==> src/rtl/uart_pkg.sv <==
// Shared UART types and defaults for the transmit and receive paths.
// Optional even-parity framing is selected in uart_tx with UART_TX_PARITY_EN.
package uart_pkg;

  typedef enum logic [2:0] {
    IDLE   = 3'd0,
    START  = 3'd1,
    DATA   = 3'd2,
    PARITY = 3'd3,
    STOP   = 3'd4
  } uart_state_e;

  localparam int DEFAULT_CLKS_PER_BIT = 5208;
  localparam int DEFAULT_DATA_BITS    = 8;

endpackage

==> src/rtl/uart_baud_gen.sv <==
// Bit-period timer: bit_tick marks the last sysclk cycle of each bit slot.
// Shared between the UART transmitter and receiver.
module uart_baud_gen
  import uart_pkg::*;
#(
  parameter int CLKS_PER_BIT = DEFAULT_CLKS_PER_BIT
) (
  input  logic sysclk,
  input  logic reset,
  input  logic clr,
  input  logic en,
  output logic bit_tick
);

  localparam int CNT_W = (CLKS_PER_BIT > 1) ? $clog2(CLKS_PER_BIT) : 1;

  logic [CNT_W-1:0] count_r;

  // Terminal-count decode of the bit timer.
  always_comb begin
    bit_tick = en && (count_r == CNT_W'(CLKS_PER_BIT - 1));
  end

  // Bit timer; clr re-aligns the phase to the start of a new frame.
  always_ff @(posedge sysclk) begin
    if (!reset) begin
      count_r <= '0;
    end else if (clr) begin
      count_r <= '0;
    end else if (en) begin
      if (bit_tick) begin
        count_r <= '0;
      end else begin
        count_r <= count_r + CNT_W'(1);
      end
    end
  end

endmodule

==> src/rtl/uart_tx.sv <==
// Double-buffered 8N1 UART transmitter (shift register plus one holding register).
// Define UART_TX_PARITY_EN to insert an even-parity bit between data and stop.
module uart_tx
  import uart_pkg::*;
#(
  parameter int CLKS_PER_BIT = DEFAULT_CLKS_PER_BIT,
  parameter int DATA_BITS    = DEFAULT_DATA_BITS
) (
  input  logic                 sysclk,
  input  logic                 reset,
  input  logic [DATA_BITS-1:0] tx_data,
  input  logic                 tx_start,
  output logic                 tx_ready,
  output logic                 tx_busy,
  output logic                 tx_done,
  output logic                 UART_TX
);

  localparam int BIT_W = (DATA_BITS > 1) ? $clog2(DATA_BITS) : 1;

  uart_state_e          state_r;
  logic [DATA_BITS-1:0] shift_r;
  logic [DATA_BITS-1:0] hold_r;
  logic                 hold_valid_r;
  logic [BIT_W-1:0]     bit_idx_r;

  logic                 bit_tick_s;
  logic                 baud_clr_s;
  logic                 baud_en_s;
  logic                 stop_tick_s;
  logic                 start_frame_s;
  logic                 hold_load_s;
  logic [DATA_BITS-1:0] frame_data_s;

`ifdef UART_TX_PARITY_EN
  logic parity_r;

  function automatic logic even_parity(input logic [DATA_BITS-1:0] data);
    return ^data;
  endfunction
`endif

  // Launch, capture and baud-control decode; a held byte has priority over a new request.
  always_comb begin
    stop_tick_s   = (state_r == STOP) && bit_tick_s;
    start_frame_s = ((state_r == IDLE) && tx_start) ||
                    (stop_tick_s && (hold_valid_r || tx_start));
    hold_load_s   = tx_start && tx_ready && (state_r != IDLE) && !stop_tick_s;
    frame_data_s  = hold_valid_r ? hold_r : tx_data;
    baud_clr_s    = (state_r == IDLE) && tx_start;
    baud_en_s     = (state_r != IDLE);
  end

  uart_baud_gen #(
    .CLKS_PER_BIT (CLKS_PER_BIT)
  ) u_baud (
    .sysclk   (sysclk),
    .reset    (reset),
    .clr      (baud_clr_s),
    .en       (baud_en_s),
    .bit_tick (bit_tick_s)
  );

  // Frame sequencer, holding register and registered line/status outputs.
  always_ff @(posedge sysclk) begin
    if (!reset) begin
      state_r      <= IDLE;
      shift_r      <= '0;
      hold_r       <= '0;
      hold_valid_r <= 1'b0;
      bit_idx_r    <= '0;
      tx_ready     <= 1'b1;
      tx_busy      <= 1'b0;
      tx_done      <= 1'b0;
      UART_TX      <= 1'b1;
`ifdef UART_TX_PARITY_EN
      parity_r     <= 1'b0;
`endif
    end else begin
      tx_done <= stop_tick_s;

      if (hold_load_s) begin
        hold_r       <= tx_data;
        hold_valid_r <= 1'b1;
        tx_ready     <= 1'b0;
      end else if (stop_tick_s && hold_valid_r) begin
        hold_valid_r <= 1'b0;
        tx_ready     <= 1'b1;
      end

      if (start_frame_s) begin
        state_r   <= START;
        shift_r   <= frame_data_s;
        bit_idx_r <= '0;
        tx_busy   <= 1'b1;
        UART_TX   <= 1'b0;
`ifdef UART_TX_PARITY_EN
        parity_r  <= even_parity(frame_data_s);
`endif
      end else if (bit_tick_s) begin
        case (state_r)
          START: begin
            state_r <= DATA;
            UART_TX <= shift_r[0];
          end
          DATA: begin
            if (bit_idx_r == BIT_W'(DATA_BITS - 1)) begin
`ifdef UART_TX_PARITY_EN
              state_r <= PARITY;
              UART_TX <= parity_r;
`else
              state_r <= STOP;
              UART_TX <= 1'b1;
`endif
            end else begin
              shift_r   <= shift_r >> 1;
              UART_TX   <= shift_r[1];
              bit_idx_r <= bit_idx_r + BIT_W'(1);
            end
          end
`ifdef UART_TX_PARITY_EN
          PARITY: begin
            state_r <= STOP;
            UART_TX <= 1'b1;
          end
`endif
          STOP: begin
            state_r <= IDLE;
            tx_busy <= 1'b0;
            UART_TX <= 1'b1;
          end
          default: begin
            state_r <= IDLE;
            tx_busy <= 1'b0;
            UART_TX <= 1'b1;
          end
        endcase
      end
    end
  end

endmodule

==> config.mk <==
export PLATFORM = sky130hd
export DESIGN_NAME = uart_tx
export DESIGN_NICKNAME = d
export VERILOG_FILES = /design/src/rtl/uart_pkg.sv /design/src/rtl/uart_baud_gen.sv /design/src/rtl/uart_tx.sv
export SDC_FILE = /design/constraint.sdc
export NUM_CORES = 1
export LEC_CHECK = 0
export BUFFER_PORTS_ARGS = -buffer_cell sky130_fd_sc_hd__buf_2
export CAP_MARGIN = 10
export CORE_ASPECT_RATIO = 0.8
export CORE_MARGIN = 4
export CORE_UTILIZATION = 44
export CTS_BUF_LIST = sky130_fd_sc_hd__clkbuf_8
export DETAILED_ROUTE_END_ITERATION = 7
export PLACE_DENSITY = 0.67
export SYNTH_ARGS = -nofsm -noshare
export SYNTH_HDL_FRONTEND = slang
export SYNTH_SLANG_ARGS = --single-unit
==> constraint.sdc <==
create_clock -name sysclk -period 2.55 [get_ports sysclk]
set_clock_uncertainty 0.1 [all_clocks]
set_input_delay 0.1275 -clock sysclk [delete_from_list [all_inputs] [get_ports sysclk]]
set_output_delay 0.1275 -clock sysclk [all_outputs]
set_load 0.01 [all_outputs]
# Word level (Yosys, flattened, before mapping)
# Index checks and enable logic that the tools add are counted.
dict set report word_totals {
  output_inout_bits 4
  n_memories 0
  mem_bits_ro 0
  ramBits 0
  input_bits 11
  latchBits 0
  reg_bits 40
}
dict set report classes {
  n_bitwise 2
  muxes 21
  div 0
  mul 0
  magnitude_cmp 0
  eq_ne 9
  add_sub_neg 2
  n_reduce_logical 24
  shifts 0
}
# operator n
set op_table {}
lappend op_table {{8-bit 2-to-1 mux} 5}
lappend op_table {{13-bit by 1-bit adder with 13-bit output (second input constant)} 1}
lappend op_table {{13-bit equality test (second input constant)} 1}
lappend op_table {{13-bit 2-to-1 mux} 1}
lappend op_table {{1-bit 2-to-1 mux} 12}
lappend op_table {{1-bit logical AND} 8}
lappend op_table {{3-bit equality test (second input constant)} 2}
lappend op_table {{3-bit case mux with 2 select lines} 1}
lappend op_table {{2-bit AND reduction} 3}
lappend op_table {{3-bit AND reduction} 2}
lappend op_table {{2-bit nonzero test} 3}
lappend op_table {{2-bit OR reduction} 3}
lappend op_table {{2-bit inequality test (second input constant)} 2}
lappend op_table {{3-bit by 1-bit adder with 3-bit output (second input constant)} 1}
lappend op_table {{3-bit by 1-bit equality test with 1-bit output (second input constant)} 1}
lappend op_table {{3-bit by 2-bit equality test with 1-bit output (second input constant)} 1}
lappend op_table {{3-bit logical NOT} 1}
lappend op_table {{3-bit 2-to-1 mux} 1}
lappend op_table {{3-bit inequality test (second input constant)} 1}
lappend op_table {{3-bit nonzero test} 1}
lappend op_table {{1-bit logical OR} 2}
lappend op_table {{2-bit by 1-bit inequality test with 1-bit output (second input constant)} 1}
lappend op_table {{1-bit NOT} 2}
lappend op_table {{1-bit case mux with 2 select lines} 1}
lappend op_table {{1-bit logical NOT} 1}

# Longest topological paths before layout
dict set report depth {
  word_depth 7
  depth_mapped 8
}

# Modules after synthesis
# A second synthesis with hierarchy kept.
dict set report unflattened {
  cells_unflattened 207
  hier_area_um2 1971.9
}
# module area_per_inst_um2 cells_each instances seq_area_each_um2
set by_module_without_submodules {}
lappend by_module_without_submodules {uart_tx 1282.5 133 1 540.5}
lappend by_module_without_submodules {uart_baud_gen 689.4 74 1 260.2}

# Worst setup path before layout
# No wires, ideal clock.
dict set report synth_timing {
  path_type {reg-to-reg}
  from {register u_baud.count_r[7]}
  to {register shift_r[0]}
  synth_period_minus_slack_ps 2592
  arrival_ps 2360
  setup_ps 132
  required_ps 2318
  path_slack_ps -42
  path_stages_with_launch 8
  cell_sequence {dfxtp_1 > or4b_4 > or4b_1 > buf_2 > or4_4 > buf_6 > mux2i_1 > a21oi_1}
}
dict set report synth_via {
  elab_chain_len 7
}
# item line
set synth_rtl {}
lappend synth_rtl {{start: declaration} uart_baud_gen.sv:17} ;# logic [CNT_W-1:0] count_r;
lappend synth_rtl {{start signal: assignment} uart_baud_gen.sv:34} ;# count_r <= count_r + CNT_W'(1);
lappend synth_rtl {{13-bit equality test (*)} uart_baud_gen.sv:21} ;# bit_tick = en && (count_r == CNT_W'(CLKS_PER_BIT - 1));
lappend synth_rtl {{1-bit logical AND (*)} uart_baud_gen.sv:21}
lappend synth_rtl {{1-bit logical AND} uart_tx.sv:45} ;# stop_tick_s = (state_r == STOP) && bit_tick_s;
lappend synth_rtl {{1-bit logical AND} uart_tx.sv:47} ;# (stop_tick_s && (hold_valid_r || tx_start));
lappend synth_rtl {{1-bit logical OR} uart_tx.sv:46} ;# start_frame_s = ((state_r == IDLE) && tx_start) ||
lappend synth_rtl {{2-bit inequality test (no source line) / 2-bit nonzero test (equally long branches)} --}
lappend synth_rtl {{3-bit AND reduction (no source line)} --}
lappend synth_rtl {{end signal: assignment} uart_tx.sv:93} ;# shift_r <= frame_data_s;
lappend synth_rtl {{end signal: assignment} uart_tx.sv:116} ;# shift_r <= shift_r >> 1;
lappend synth_rtl {{end: declaration} uart_tx.sv:22} ;# logic [DATA_BITS-1:0] shift_r;
# Every way passes the cells marked *; elsewhere a longest branch is shown, timed or not.
# A chain may end at the register's enable or synchronous reset.

# Worst setup path after layout
dict set report layout_timing {
  from {register u_baud.count_r[9]}
  to {register shift_r[7]}
}
# Same word-level chain as after synthesis.

==> key figures <==
Global route
  • M1 GR Usage: around a quarter
  • Total Routing Usage GR: between 10% and 20%
  • GRT Max-Usage Layer: met1
  • Initial antenna violation count: 0
  • Met2 usage: just under 20%
  • Overflow after GRT: 0
  • First-pass GRT wire length: about 6200 µm
  • Routing usage on met3: 4.110%
  • Number of global-route vias before repair: 1,335
  • Largest net degree at the start of global routing: 33

Floorplan
  • CORE AREA: 3904 µm²
  • Die height: 65.73 µm
  • Starting density of the core: between 40% and 50%
  • Die area: 5269 µm²
  • I/O Pins: 15
  • Die extent in x: ~80 µm
  • Std cell rows: 20

CTS
  • CTS buffer count: 5
  • Worst skew pair latency: approximately 300 ps
  • Post-CTS Setup Inserts: 0
  • Clock sinks: 40
  • # H-tree levels: 2
  • Clk pin slew, worst setup/hold paths: approximately 70 ps
  • Clk Tree Root Cell: clkbuf_8
  • CTS tree: done
  • CTS Buffer Depth: 2

Layout
  • Layout cells sized above 1: a little under a fifth
  • Nets: 252
  • Layout fillers: 374
  • Post-layout util: a little under three fifths
  • Sequential cell area: between 800 and 900 µm²
  • Multi-input logic area: roughly 970 µm²
  • Post-Layout Cell Count: slightly below 300
  • Fin area: ~2200 µm²
  • Antenna diode instance count: 0
  • Area delta synth->final: 18.77%

Pwr
  • Worst vdd ir: about 0.35 mV
  • PD cells: 539.9 nW/µm²
  • Total Power: roughly 1.2 mW
  • Leak Pwr: 0.8835 nW

Logic synthesis
  • Number of synthesized register bits: 40
  • Synth cell count leaders: dfxtp_1 (40), o21ai_0 (21), nor2_1 (20)
  • Post-Syn Nets: ~220
  • Multiplexer area fraction after synthesis: about a tenth
  • Synth area leaders: dfxtp_1 (44%), o21ai_0 (5.7%), mux2i_1 (5.5%)
  • Mapped Cells: approximately 210
  • Post-synth top flop: dfxtp_1
  • Post-synthesis sequential area ratio: between 40% and 50%
  • Synth async-reset ratio: 0%
  • Synth Area in Compound Gates: about 14%
  • Synth area leader: dfxtp_1
  • Largest family of logic cells by synthesized area: simple AND/OR/NAND/NOR gates
  • EDFF count, synth: 0
  • Yosys warning total: 0
  • Syn_area_per_cell: between 8 and 9 µm²
  • Xor and xnor fraction of the mapped netlist area: between 5 and 6%
  • Post-Syn Area: approximately 1800 µm²
  • Post-synth top area share: 43.69%
  • Simple-gate portion of the synthesized area: between 20 and 25%
  • Cell variety after synth: 39
  • Synth Area in Adders: 2.048%
  • Most common cell in the netlist: dfxtp_1

Setup path
  • WP depth: 5
  • CP arrival: approximately 2600 ps
  • CP bufs+invs: 0
  • Setup CP Type: flop to flop
  • CP max-delay cell: or4_4
  • CP top delay family: simple AND/OR/NAND/NOR gates
  • Critical Path Most Common Cell: or4b_4
  • Required time worst endpoint: 2640 ps
  • Worst path cell trace: or4b_4 -> or4b_4 -> or4_4 -> and3_4 -> o21a_1
  • Critical Path Sink Type: flop
  • R2R cell count: 5
  • Startpoint types: flop
  • Worst path max stage delay: around 560 ps
  • Crit-path max FO: 11

Route
  • DRC Markers: 0
  • Via count: approximately 1,500
  • Vias per cell: a little over 5
  • Initial detailed-routing violation count: 99
  • Post-Route WL: roughly 3500 µm
  • Antenna viol nets, final: 0
  • DR pass1 iterations: 4
  • Drt wl/cell: about 12 µm

STA
  • Fmax: between 400 and 500 MHz
  • RSZ-0062 raised after global routing: false
  • Final max-slew violation count: 0
  • Relative slew slack: 68.62%
  • Slew @ Worst Pin: between 400 and 500 ps
  • Worst setup margin: roughly 57 ps
  • Tcrit/Tclk final: roughly 98%
  • Hold WS: about 21 ps
  • Tmin final: 2493 ps
  • Final-report setup violation count: 0
  • Hold Vio Cnt, Final: 0
  • Fin Setup TNS: 0 ps

Placement
  • Cell Area, Placed: between 2000 and 2500 µm²
  • Hpwl dp: roughly 2500 µm
  • Placed cell count: 278
  • GPL Wtd Cong: around 0.86
  • Setup Slack @ Placement: around 48 ps
  • Port-buffer cells: 14

Hold path
  • Hold Crit Depth: 2
  • Hold Crit Class: input pin to flop

Status
  • Status: finished clean

Job
  • Maxcap violations: 0
[kinds of logic after synthesis]
logic type	after synthesis
muxes	17
DFF	40
and+or+nand+nor	78
buffers and inverters	16
adders and majority gates	3
xor gates and xnor gates	11
AOI/OAI and AO/OA	44
[sequential cells by signal, indices dropped and copies added (netlist names), 3 cells and up]
register / count
u_baud.count_r: 13
hold_r: 8
shift_r: 8
bit_idx_r: 3
state_r: 3
[what timing repair did]
| item | 4_1_cts | 5_1_grt |
|---|---|---|
| endpoints found under the hold margin | 8 | 0 |
| endpoints found under the setup margin | 0 | 1 |
| hold buffers | 8 | 0 |
| resized for setup | 0 | 2 |
[worst register-to-register path: cells and delay by family, from the launching register on]
family | cells | cell delay [ps]
and+or+nand+nor | 4 | 1820
DFF | 1 | 320
AOI/OAI and AO/OA | 1 | 170
[placed cells by master, fill, tap and decap left out, drive strengths merged, types with 8 or more instances in the layout]
master / netlist / routed
a21oi: 12 / 12
buf: 2 / 26
dfxtp: 40 / 40
dlygate4sd3: 0 / 8
mux2i: 10 / 10
nand2: 19 / 19
nand3: 15 / 15
nor2: 20 / 20
o21ai: 21 / 21
[final timing paths]
| check | startpoint | to | slack [ps] |
|---|---|---|---|
| worst max-delay path | u_baud.count_r[9] | shift_r[7] | 60 |
| worst min-delay path | reset | u_baud.count_r[1] | 20 |
| worst max register to register | u_baud.count_r[9] | shift_r[7] | 60 |
| worst min register to register | hold_r[5] | hold_r[5] | 360 |
[area by class of cell]
cell class	instances	area share [%]
clock inverter	2	0.4023
tap	55	3.161
clock buffer	5	3.161
sequential	40	36.90
multi-input combinational	153	44.66
inverter	4	0.6897
timing repair buffer	34	11.03
[power by group]
part / leakage, nW / switching, mW / internal [mW]
Clock: 0.0452 / 0.210 / 0.182
Sequential: 0.327 / 0.0188 / 0.650
Combinational: 0.511 / 0.0572 / 0.0575
Total: 0.884 / 0.286 / 0.889
[routing by layer]
layer / part of all wire (%) / up-vias
li1: - / 795
met3: 5.3 / 7
met5: 0 / -
met4: 2.5 / 0
met1: 55 / 664
met2: 37 / 28
Power figures use the tool's default switching activity.
